**src/rtl/lumped_sweep_ctrl_if.sv**
```systemverilog
// Config, handshake and bank-drive bundle for lumped_sweep_ctrl.
// The master side is the register file/measurement block, and the slave side is the sequencer.
interface lumped_sweep_ctrl_if #(
  parameter int unsigned CODE_W  = 6,
  parameter int unsigned DWELL_W = 16
);
  logic [CODE_W-1:0]  cfg_start;
  logic [CODE_W-1:0]  cfg_stop;
  logic [CODE_W-1:0]  cfg_step;
  logic [DWELL_W-1:0] cfg_dwell;
  logic               go;
  logic               abort;
  logic               meas_ack;
  logic [CODE_W-1:0]  bank_code;
  logic               bank_en;
  logic               meas_req;
  logic [CODE_W-1:0]  point_idx;
  logic               busy;
  logic               done;
  logic               err;

  modport master (
    output cfg_start, cfg_stop, cfg_step, cfg_dwell, go, abort, meas_ack,
    input  bank_code, bank_en, meas_req, point_idx, busy, done, err
  );

  modport slave (
    input  cfg_start, cfg_stop, cfg_step, cfg_dwell, go, abort, meas_ack,
    output bank_code, bank_en, meas_req, point_idx, busy, done, err
  );
endinterface

```
**src/rtl/lumped_sweep_ctrl.sv**
```systemverilog
// Lumped-element bank sweep sequencer: apply code, settle, measure handshake, step.
// Optional measurement timeout with sticky err: define LUMPED_SWEEP_TIMEOUT_EN.
module lumped_sweep_ctrl #(
  parameter int unsigned CODE_W  = 6,
  parameter int unsigned DWELL_W = 16,
  parameter int unsigned TO_W    = 12
) (
  input logic                clk,
  input logic                rst,
  lumped_sweep_ctrl_if.slave bus
);

  typedef enum logic [2:0] {
    IDLE, APPLY, SETTLE, MEASURE, NEXT, DONE
  } state_e;

  state_e              state_q, state_d;
  logic [CODE_W-1:0]   cur_q, cur_d;
  logic [CODE_W-1:0]   stop_q, stop_d;
  logic [CODE_W-1:0]   step_q, step_d;
  logic [DWELL_W-1:0]  dwell_q, dwell_d;
  logic [DWELL_W-1:0]  cnt_q, cnt_d;
  logic [CODE_W-1:0]   bank_code_q, bank_code_d;
  logic                bank_en_q, bank_en_d;
  logic                meas_req_q, meas_req_d;
  logic [CODE_W-1:0]   point_idx_q, point_idx_d;
  logic                busy_q, busy_d;
  logic                done_q, done_d;
  logic                err_q, err_d;

  logic [CODE_W-1:0]   step_eff;
  logic [CODE_W:0]     nxt;

`ifdef LUMPED_SWEEP_TIMEOUT_EN
  localparam logic [TO_W-1:0] TO_LAST = {{(TO_W-1){1'b1}}, 1'b0};
  logic [TO_W-1:0] to_cnt_q, to_cnt_d;
`endif

  assign step_eff = (step_q == '0) ? CODE_W'(1) : step_q;
  // One extra bit so a step past 2^CODE_W-1 is seen as overflow, not a wrap
  assign nxt      = {1'b0, cur_q} + {1'b0, step_eff};

  always_comb begin
    state_d     = state_q;
    cur_d       = cur_q;
    stop_d      = stop_q;
    step_d      = step_q;
    dwell_d     = dwell_q;
    cnt_d       = cnt_q;
    bank_code_d = bank_code_q;
    bank_en_d   = bank_en_q;
    meas_req_d  = meas_req_q;
    point_idx_d = point_idx_q;
    busy_d      = busy_q;
    done_d      = 1'b0;
    err_d       = err_q;
`ifdef LUMPED_SWEEP_TIMEOUT_EN
    to_cnt_d    = to_cnt_q;
`endif

    case (state_q)
      IDLE: begin
        if (bus.go && !bus.abort) begin
          cur_d       = bus.cfg_start;
          stop_d      = bus.cfg_stop;
          step_d      = bus.cfg_step;
          dwell_d     = bus.cfg_dwell;
          point_idx_d = '0;
          busy_d      = 1'b1;
          err_d       = 1'b0;
          state_d     = APPLY;
        end
      end
      APPLY: begin
        bank_code_d = cur_q;
        bank_en_d   = 1'b1;
        cnt_d       = (dwell_q == '0) ? DWELL_W'(1) : dwell_q;
        state_d     = SETTLE;
      end
      SETTLE: begin
        if (cnt_q <= DWELL_W'(1)) begin
          meas_req_d = 1'b1;
`ifdef LUMPED_SWEEP_TIMEOUT_EN
          to_cnt_d   = '0;
`endif
          state_d    = MEASURE;
        end else begin
          cnt_d = cnt_q - DWELL_W'(1);
        end
      end
      MEASURE: begin
        if (bus.meas_ack) begin
          meas_req_d = 1'b0;
          state_d    = NEXT;
        end
`ifdef LUMPED_SWEEP_TIMEOUT_EN
        // Ack has priority, so an ack on the saturating cycle still counts as success
        else if (to_cnt_q == TO_LAST) begin
          to_cnt_d   = '1;
          err_d      = 1'b1;
          meas_req_d = 1'b0;
          state_d    = NEXT;
        end else begin
          to_cnt_d = to_cnt_q + TO_W'(1);
        end
`endif
      end
      NEXT: begin
        if ((cur_q >= stop_q) || (nxt > {1'b0, stop_q}) || nxt[CODE_W]) begin
          done_d  = 1'b1;
          state_d = DONE;
        end else begin
          cur_d       = nxt[CODE_W-1:0];
          point_idx_d = point_idx_q + CODE_W'(1);
          state_d     = APPLY;
        end
      end
      DONE: begin
        bank_en_d = 1'b0;
        busy_d    = 1'b0;
        state_d   = IDLE;
      end
      default: begin
        state_d = IDLE;
      end
    endcase

    if (bus.abort && (state_q != IDLE)) begin
      state_d    = IDLE;
      bank_en_d  = 1'b0;
      meas_req_d = 1'b0;
      busy_d     = 1'b0;
      done_d     = 1'b0;
    end
  end

  always_ff @(posedge clk) begin
    if (rst) begin
      state_q     <= IDLE;
      cur_q       <= '0;
      stop_q      <= '0;
      step_q      <= '0;
      dwell_q     <= '0;
      cnt_q       <= '0;
      bank_code_q <= '0;
      bank_en_q   <= 1'b0;
      meas_req_q  <= 1'b0;
      point_idx_q <= '0;
      busy_q      <= 1'b0;
      done_q      <= 1'b0;
      err_q       <= 1'b0;
`ifdef LUMPED_SWEEP_TIMEOUT_EN
      to_cnt_q    <= '0;
`endif
    end else begin
      state_q     <= state_d;
      cur_q       <= cur_d;
      stop_q      <= stop_d;
      step_q      <= step_d;
      dwell_q     <= dwell_d;
      cnt_q       <= cnt_d;
      bank_code_q <= bank_code_d;
      bank_en_q   <= bank_en_d;
      meas_req_q  <= meas_req_d;
      point_idx_q <= point_idx_d;
      busy_q      <= busy_d;
      done_q      <= done_d;
      err_q       <= err_d;
`ifdef LUMPED_SWEEP_TIMEOUT_EN
      to_cnt_q    <= to_cnt_d;
`endif
    end
  end

  assign bus.bank_code = bank_code_q;
  assign bus.bank_en   = bank_en_q;
  assign bus.meas_req  = meas_req_q;
  assign bus.point_idx = point_idx_q;
  assign bus.busy      = busy_q;
  assign bus.done      = done_q;
`ifdef LUMPED_SWEEP_TIMEOUT_EN
  assign bus.err       = err_q;
`else
  assign bus.err       = 1'b0;
`endif

endmodule

```
**src/flat_wrapper.sv**
```systemverilog
// flat-port wrapper written by rule: the top's interface ports become plain ports
module lumped_sweep_ctrl_flat 
#(
  parameter int unsigned CODE_W  = 6,
  parameter int unsigned DWELL_W = 16,
  parameter int unsigned TO_W    = 12
)
  (clk, rst, bus_cfg_start, bus_cfg_stop, bus_cfg_step, bus_cfg_dwell, bus_go, bus_abort, bus_meas_ack, bus_bank_code, bus_bank_en, bus_meas_req, bus_point_idx, bus_busy, bus_done, bus_err);
  lumped_sweep_ctrl_if #(.CODE_W(CODE_W), .DWELL_W(DWELL_W)) bus_i ();
  input logic clk;
  input logic rst;
  input wire logic [$bits(bus_i.cfg_start)-1:0] bus_cfg_start;
  input wire logic [$bits(bus_i.cfg_stop)-1:0] bus_cfg_stop;
  input wire logic [$bits(bus_i.cfg_step)-1:0] bus_cfg_step;
  input wire logic [$bits(bus_i.cfg_dwell)-1:0] bus_cfg_dwell;
  input wire logic [$bits(bus_i.go)-1:0] bus_go;
  input wire logic [$bits(bus_i.abort)-1:0] bus_abort;
  input wire logic [$bits(bus_i.meas_ack)-1:0] bus_meas_ack;
  output wire logic [$bits(bus_i.bank_code)-1:0] bus_bank_code;
  output wire logic [$bits(bus_i.bank_en)-1:0] bus_bank_en;
  output wire logic [$bits(bus_i.meas_req)-1:0] bus_meas_req;
  output wire logic [$bits(bus_i.point_idx)-1:0] bus_point_idx;
  output wire logic [$bits(bus_i.busy)-1:0] bus_busy;
  output wire logic [$bits(bus_i.done)-1:0] bus_done;
  output wire logic [$bits(bus_i.err)-1:0] bus_err;
  assign bus_i.cfg_start = bus_cfg_start;
  assign bus_i.cfg_stop = bus_cfg_stop;
  assign bus_i.cfg_step = bus_cfg_step;
  assign bus_i.cfg_dwell = bus_cfg_dwell;
  assign bus_i.go = bus_go;
  assign bus_i.abort = bus_abort;
  assign bus_i.meas_ack = bus_meas_ack;
  assign bus_bank_code = bus_i.bank_code;
  assign bus_bank_en = bus_i.bank_en;
  assign bus_meas_req = bus_i.meas_req;
  assign bus_point_idx = bus_i.point_idx;
  assign bus_busy = bus_i.busy;
  assign bus_done = bus_i.done;
  assign bus_err = bus_i.err;
  lumped_sweep_ctrl #(.CODE_W(CODE_W), .DWELL_W(DWELL_W), .TO_W(TO_W)) u_core (.clk(clk), .rst(rst), .bus(bus_i));
endmodule
```
**config.mk**
```make
export PLATFORM = sky130hd
export DESIGN_NAME = lumped_sweep_ctrl_flat
export DESIGN_NICKNAME = d
export VERILOG_FILES = /design/src/rtl/lumped_sweep_ctrl_if.sv /design/src/rtl/lumped_sweep_ctrl.sv /design/src/flat_wrapper.sv
export SDC_FILE = /design/constraint.sdc
export NUM_CORES = 1
export LEC_CHECK = 0
export ABC_CLOCK_PERIOD_IN_PS = 5700
export BUFFER_PORTS_ARGS = -buffer_cell sky130_fd_sc_hd__buf_2
export CAP_MARGIN = 20
export CORE_MARGIN = 5
export CORE_UTILIZATION = 60
export CTS_CLUSTER_SIZE = 25
export DETAILED_ROUTE_END_ITERATION = 10
export GPL_TIMING_DRIVEN = 1
export MAX_ROUTING_LAYER = met4
export PLACE_DENSITY_LB_ADDON = 0.25
export SETUP_SLACK_MARGIN = 0.5
export SLEW_MARGIN = 20
export SYNTH_ARGS = -nofsm -noshare
export SYNTH_HDL_FRONTEND = slang
export SYNTH_SLANG_ARGS = --single-unit
```
**constraint.sdc**
```tcl
create_clock -name clk -period 5.7 [get_ports clk]
set_clock_uncertainty 0.2 [all_clocks]
set_input_delay 0.855 -clock clk [delete_from_list [all_inputs] [get_ports clk]]
set_output_delay 0.855 -clock clk [all_outputs]
set_load 0.01 [all_outputs]
```
==> impl_metrics.ini <==
[run_status]
status = completed

[setup_path]
reg2reg_to = u_core.bus.point_idx[4]
crit_buf_inv = 0
cp_slowest_stage_delay_ns = 0.56
rr_worst_depth = 14
crit_top_cell = a21o_1
end_kind = flip-flop
crit_family = simple AND/OR/NAND/NOR gates
crit_type = flip-flop to flip-flop
cp-start-kind = flip-flop
r2r_slack_ns = 1.80
arrival_ns = 3.98
worstPathCellList = or4_1, o21bai_1, ha_1, fa_1, a21o_1, a21oi_1, xnor2_1, ha_1, a21o_1, a21o_1, o21ai_0, nand3_1, or4_1, a31oi_1
cp_slowest_cell = or4_1
required_ns = 5.78
crit_fanout = 10
rr_startpoint = u_core.step_q[1]

[sta]
finalCriticalPeriod_ns = 3.90
fin_crit_sh = 0.684
relSlewSlack = 0.343
rsz0062_at_grt = false
slew_violations = 0
setup_viol = 0
finalHoldViolations = 0
fmaxAchievable_mhz = 256
fin_tns_setup_ns = 0
worstMarginPinSlew_ns = 0.983
hold_ws_ns = 0.256

[cells_and_area]
layout-drive-gt1-share = 0.169
area_growth_pct = 12.8
final_cells = 589
final_area_um2 = 4120
n_antenna_cell = 0
layout.nets = 570

[cts]
cts_sinks = 69
clock_latency_ns = 0.35
numCtsBuffers = 9
cts_setup_buffers = 0
ctsResizeCount = 0
h-tree-depth = 3
clockRootBuffer = clkbuf_8
clkTransAtPathRegs_ns = 0.08
clk_path_buf_depth = 2
cts_tree = built
holdBufCountCts = 0

[routing]
wl_met2_um = 3840
met3WireLength_um = 730
firstDrtPassIters = 5
dr_total_vias = 3500
via_per_inst = 5.94
highest_layer = met4
drc = 0
wl_um = 8760
drt_iter0_drc = 293
ant_nets = 0
met1_length_um = 4090
avgRoutedWirePerCell_um = 14.9

[synth]
synth_xor_area_frac = 0.00960
synth_area_um2 = 3650
ys_types = 60
synth_mux_area_frac = 0.0113
ys_warn_count = 0
synth_compound_area_frac = 0.237
netlist.area_leader.share = 0.378
synth_ff_type = dfxtp_1
synth_top_family_by_area = simple AND/OR/NAND/NOR gates
syn_inst = 475
yosysTopAreaCell = dfxtp_1
synth-adder-area-share = 0.0775
yosysSeqAreaShare = 0.378
synth_edf_count = 0
ys_ff_latch = 69
synth-simple-area-share = 0.237
synthArstFlopShare = 0
syn_area_per_cell_um2 = 7.69
syn-num-nets = 536
ys_top_cells_by_area = dfxtp_1 38%, nand2_1 11%, a21oi_1 8.5%

[min_path]
hp-start = u_core.bus.bank_code[1]
hold_class = flip-flop to flip-flop
min_to = u_core.bus.bank_code[1]
min_path_cells = 2

[global_route]
antenna_found_initial = 0
grt_pass1_wl_um = 14600
track_usage = 0.247
grt_max_degree = 63
grt_pass1_vias = 3142
overflow = 0

[power_and_ir_drop]
power_mw = 1.30
vdd_ir_drop_max_mv = 0.244
p_leak_nw = 1.64
power_density_nw_per_um2 = 315

[placed_design]
numPlacedInstances = 573
gp_congestion = 0.870
io_buffers = 54
place_area_um2 = 3890
hpwl_um = 6030

[die]
placementRows = 28
start_util = 0.617
die-height_um = 88.0
die_area_um2 = 7740
core_um2 = 5920
io-pin-count = 56
die_w_um = 88.0

[run]
cap_violations = 0
## synth_stat cells (all sizes together) (3+ instances only)
master / count
buf: 8
ha: 21
or3: 4
dfxtp: 69
mux2i: 3
inv: 11
nand2b: 6
a211oi: 6
o21ai: 26
a21o: 7
clkbuf: 24
o22ai: 3
a21oi: 63
nor2: 28
nor2b: 4
nand2: 107
or2: 3
nor4: 5
o211ai: 4
or4: 3
nand3: 11
nor3: 11
o32ai: 4
and2: 3
o31ai: 5
xnor2: 3
## worst max path at each step
| stage | start | endpoint | slack, ns | depth (start not counted) |
|---|---|---|---|---|
| after global routing | u_core.step_q[1] | u_core.bus.point_idx[2] | 1.52 | 14 |
| after CTS | u_core.step_q[1] | u_core.bus.point_idx[4] | 1.81 | 14 |
| after global placement | u_core.step_q[1] | u_core.bus.point_idx[4] | 1.94 | 14 |
| after floorplan | u_core.step_q[1] | u_core.bus.point_idx[4] | 2.19 | 14 |
| after detailed placement | u_core.step_q[1] | u_core.bus.point_idx[4] | 1.84 | 14 |
| final | u_core.step_q[1] | u_core.bus.point_idx[4] | 1.80 | 14 |
## layout make-up
type	instances	area, um^2
Clock buffer	9	124
Clock inverter	7	97.6
Fill cell	490	1800
Inverter	11	41.3
Multi-Input combinational cell	363	2100
Sequential cell	69	1380
Tap cell	75	93.8
Timing Repair Buffer	55	278
## report_power, final
group          total [mW]  leakage (nW)  switching (mW)  internal [mW]
Combinational       0.301         0.975           0.188          0.112
Sequential          0.545         0.561          0.0320          0.513
Clock               0.451         0.106           0.204          0.248
Total                1.30          1.64           0.424          0.873
## layer usage
| metal | up-vias | track usage |
|---|---|---|
| met3 | 8 | 0.0555 |
| met2 | 139 | 0.355 |
| met5 | - | - |
| met1 | 1608 | 0.338 |
| li1 | 1745 | - |
| met4 | 0 | 0.0921 |
## cell families (layout without fill, tap and decap cells)
group / Yosys count / in the layout
flops: 69 / 69
xor+xnor: 4 / 4
other cells: 1 / 1
compound gates: 140 / 140
buf+inv: 43 / 82
simple gates: 192 / 192
mux: 4 / 4
fa+ha+maj: 22 / 22
## per-stage QoR
| step | util | setup WS (ns) |
|---|---|---|
| finish | 0.695 | 1.80 |
| global route | 0.695 | 1.52 |
| CTS | 0.695 | 1.81 |
| detailed placement | 0.657 | 1.84 |
| global placement | 0.657 | 1.94 |
| floorplan | - | 2.19 |
## cell usage in the layout, fill, tap and decap left out, types with 4 or more instances in the layout
master	Yosys	routed
buf_2	4	54
o21ai_0	23	23
nor4_1	4	4
nor2_1	27	26
clkbuf_8	0	9
nand2b_1	6	6
o32ai_1	4	4
inv_1	11	11
a211oi_1	6	6
o211ai_1	4	4
nand2_1	107	107
o31ai_1	5	5
dfxtp_1	69	69
nor3_1	11	11
ha_1	21	21
nand3_1	11	11
a21oi_1	62	62
a21o_1	7	7
## registers in the layout, summed over array words and instances (netlist names)
| name | flops |
|---|---|
| u_core.bus.bank_code | 6 |
| u_core.bus.bank_en | 1 |
| u_core.bus.busy | 1 |
| u_core.bus.done | 1 |
| u_core.bus.meas_req | 1 |
| u_core.bus.point_idx | 6 |
| u_core.cnt_q | 16 |
| u_core.cur_q | 6 |
| u_core.dwell_q | 16 |
| u_core.state_q | 3 |
| u_core.step_q | 6 |
| u_core.stop_q | 6 |
## worst register-to-register path, cell delays in order (launching register included)
cell and delay (ns):
dfxtp_1 0.35, or4_1 0.52, o21bai_1 0.14, ha_1 0.20, fa_1 0.24, a21o_1 0.13
a21oi_1 0.07, xnor2_1 0.19, ha_1 0.28, a21o_1 0.16, a21o_1 0.18, o21ai_0 0.16
nand3_1 0.28, or4_1 0.56, a31oi_1 0.16
No activity file was read; power rests on OpenSTA's default activity.
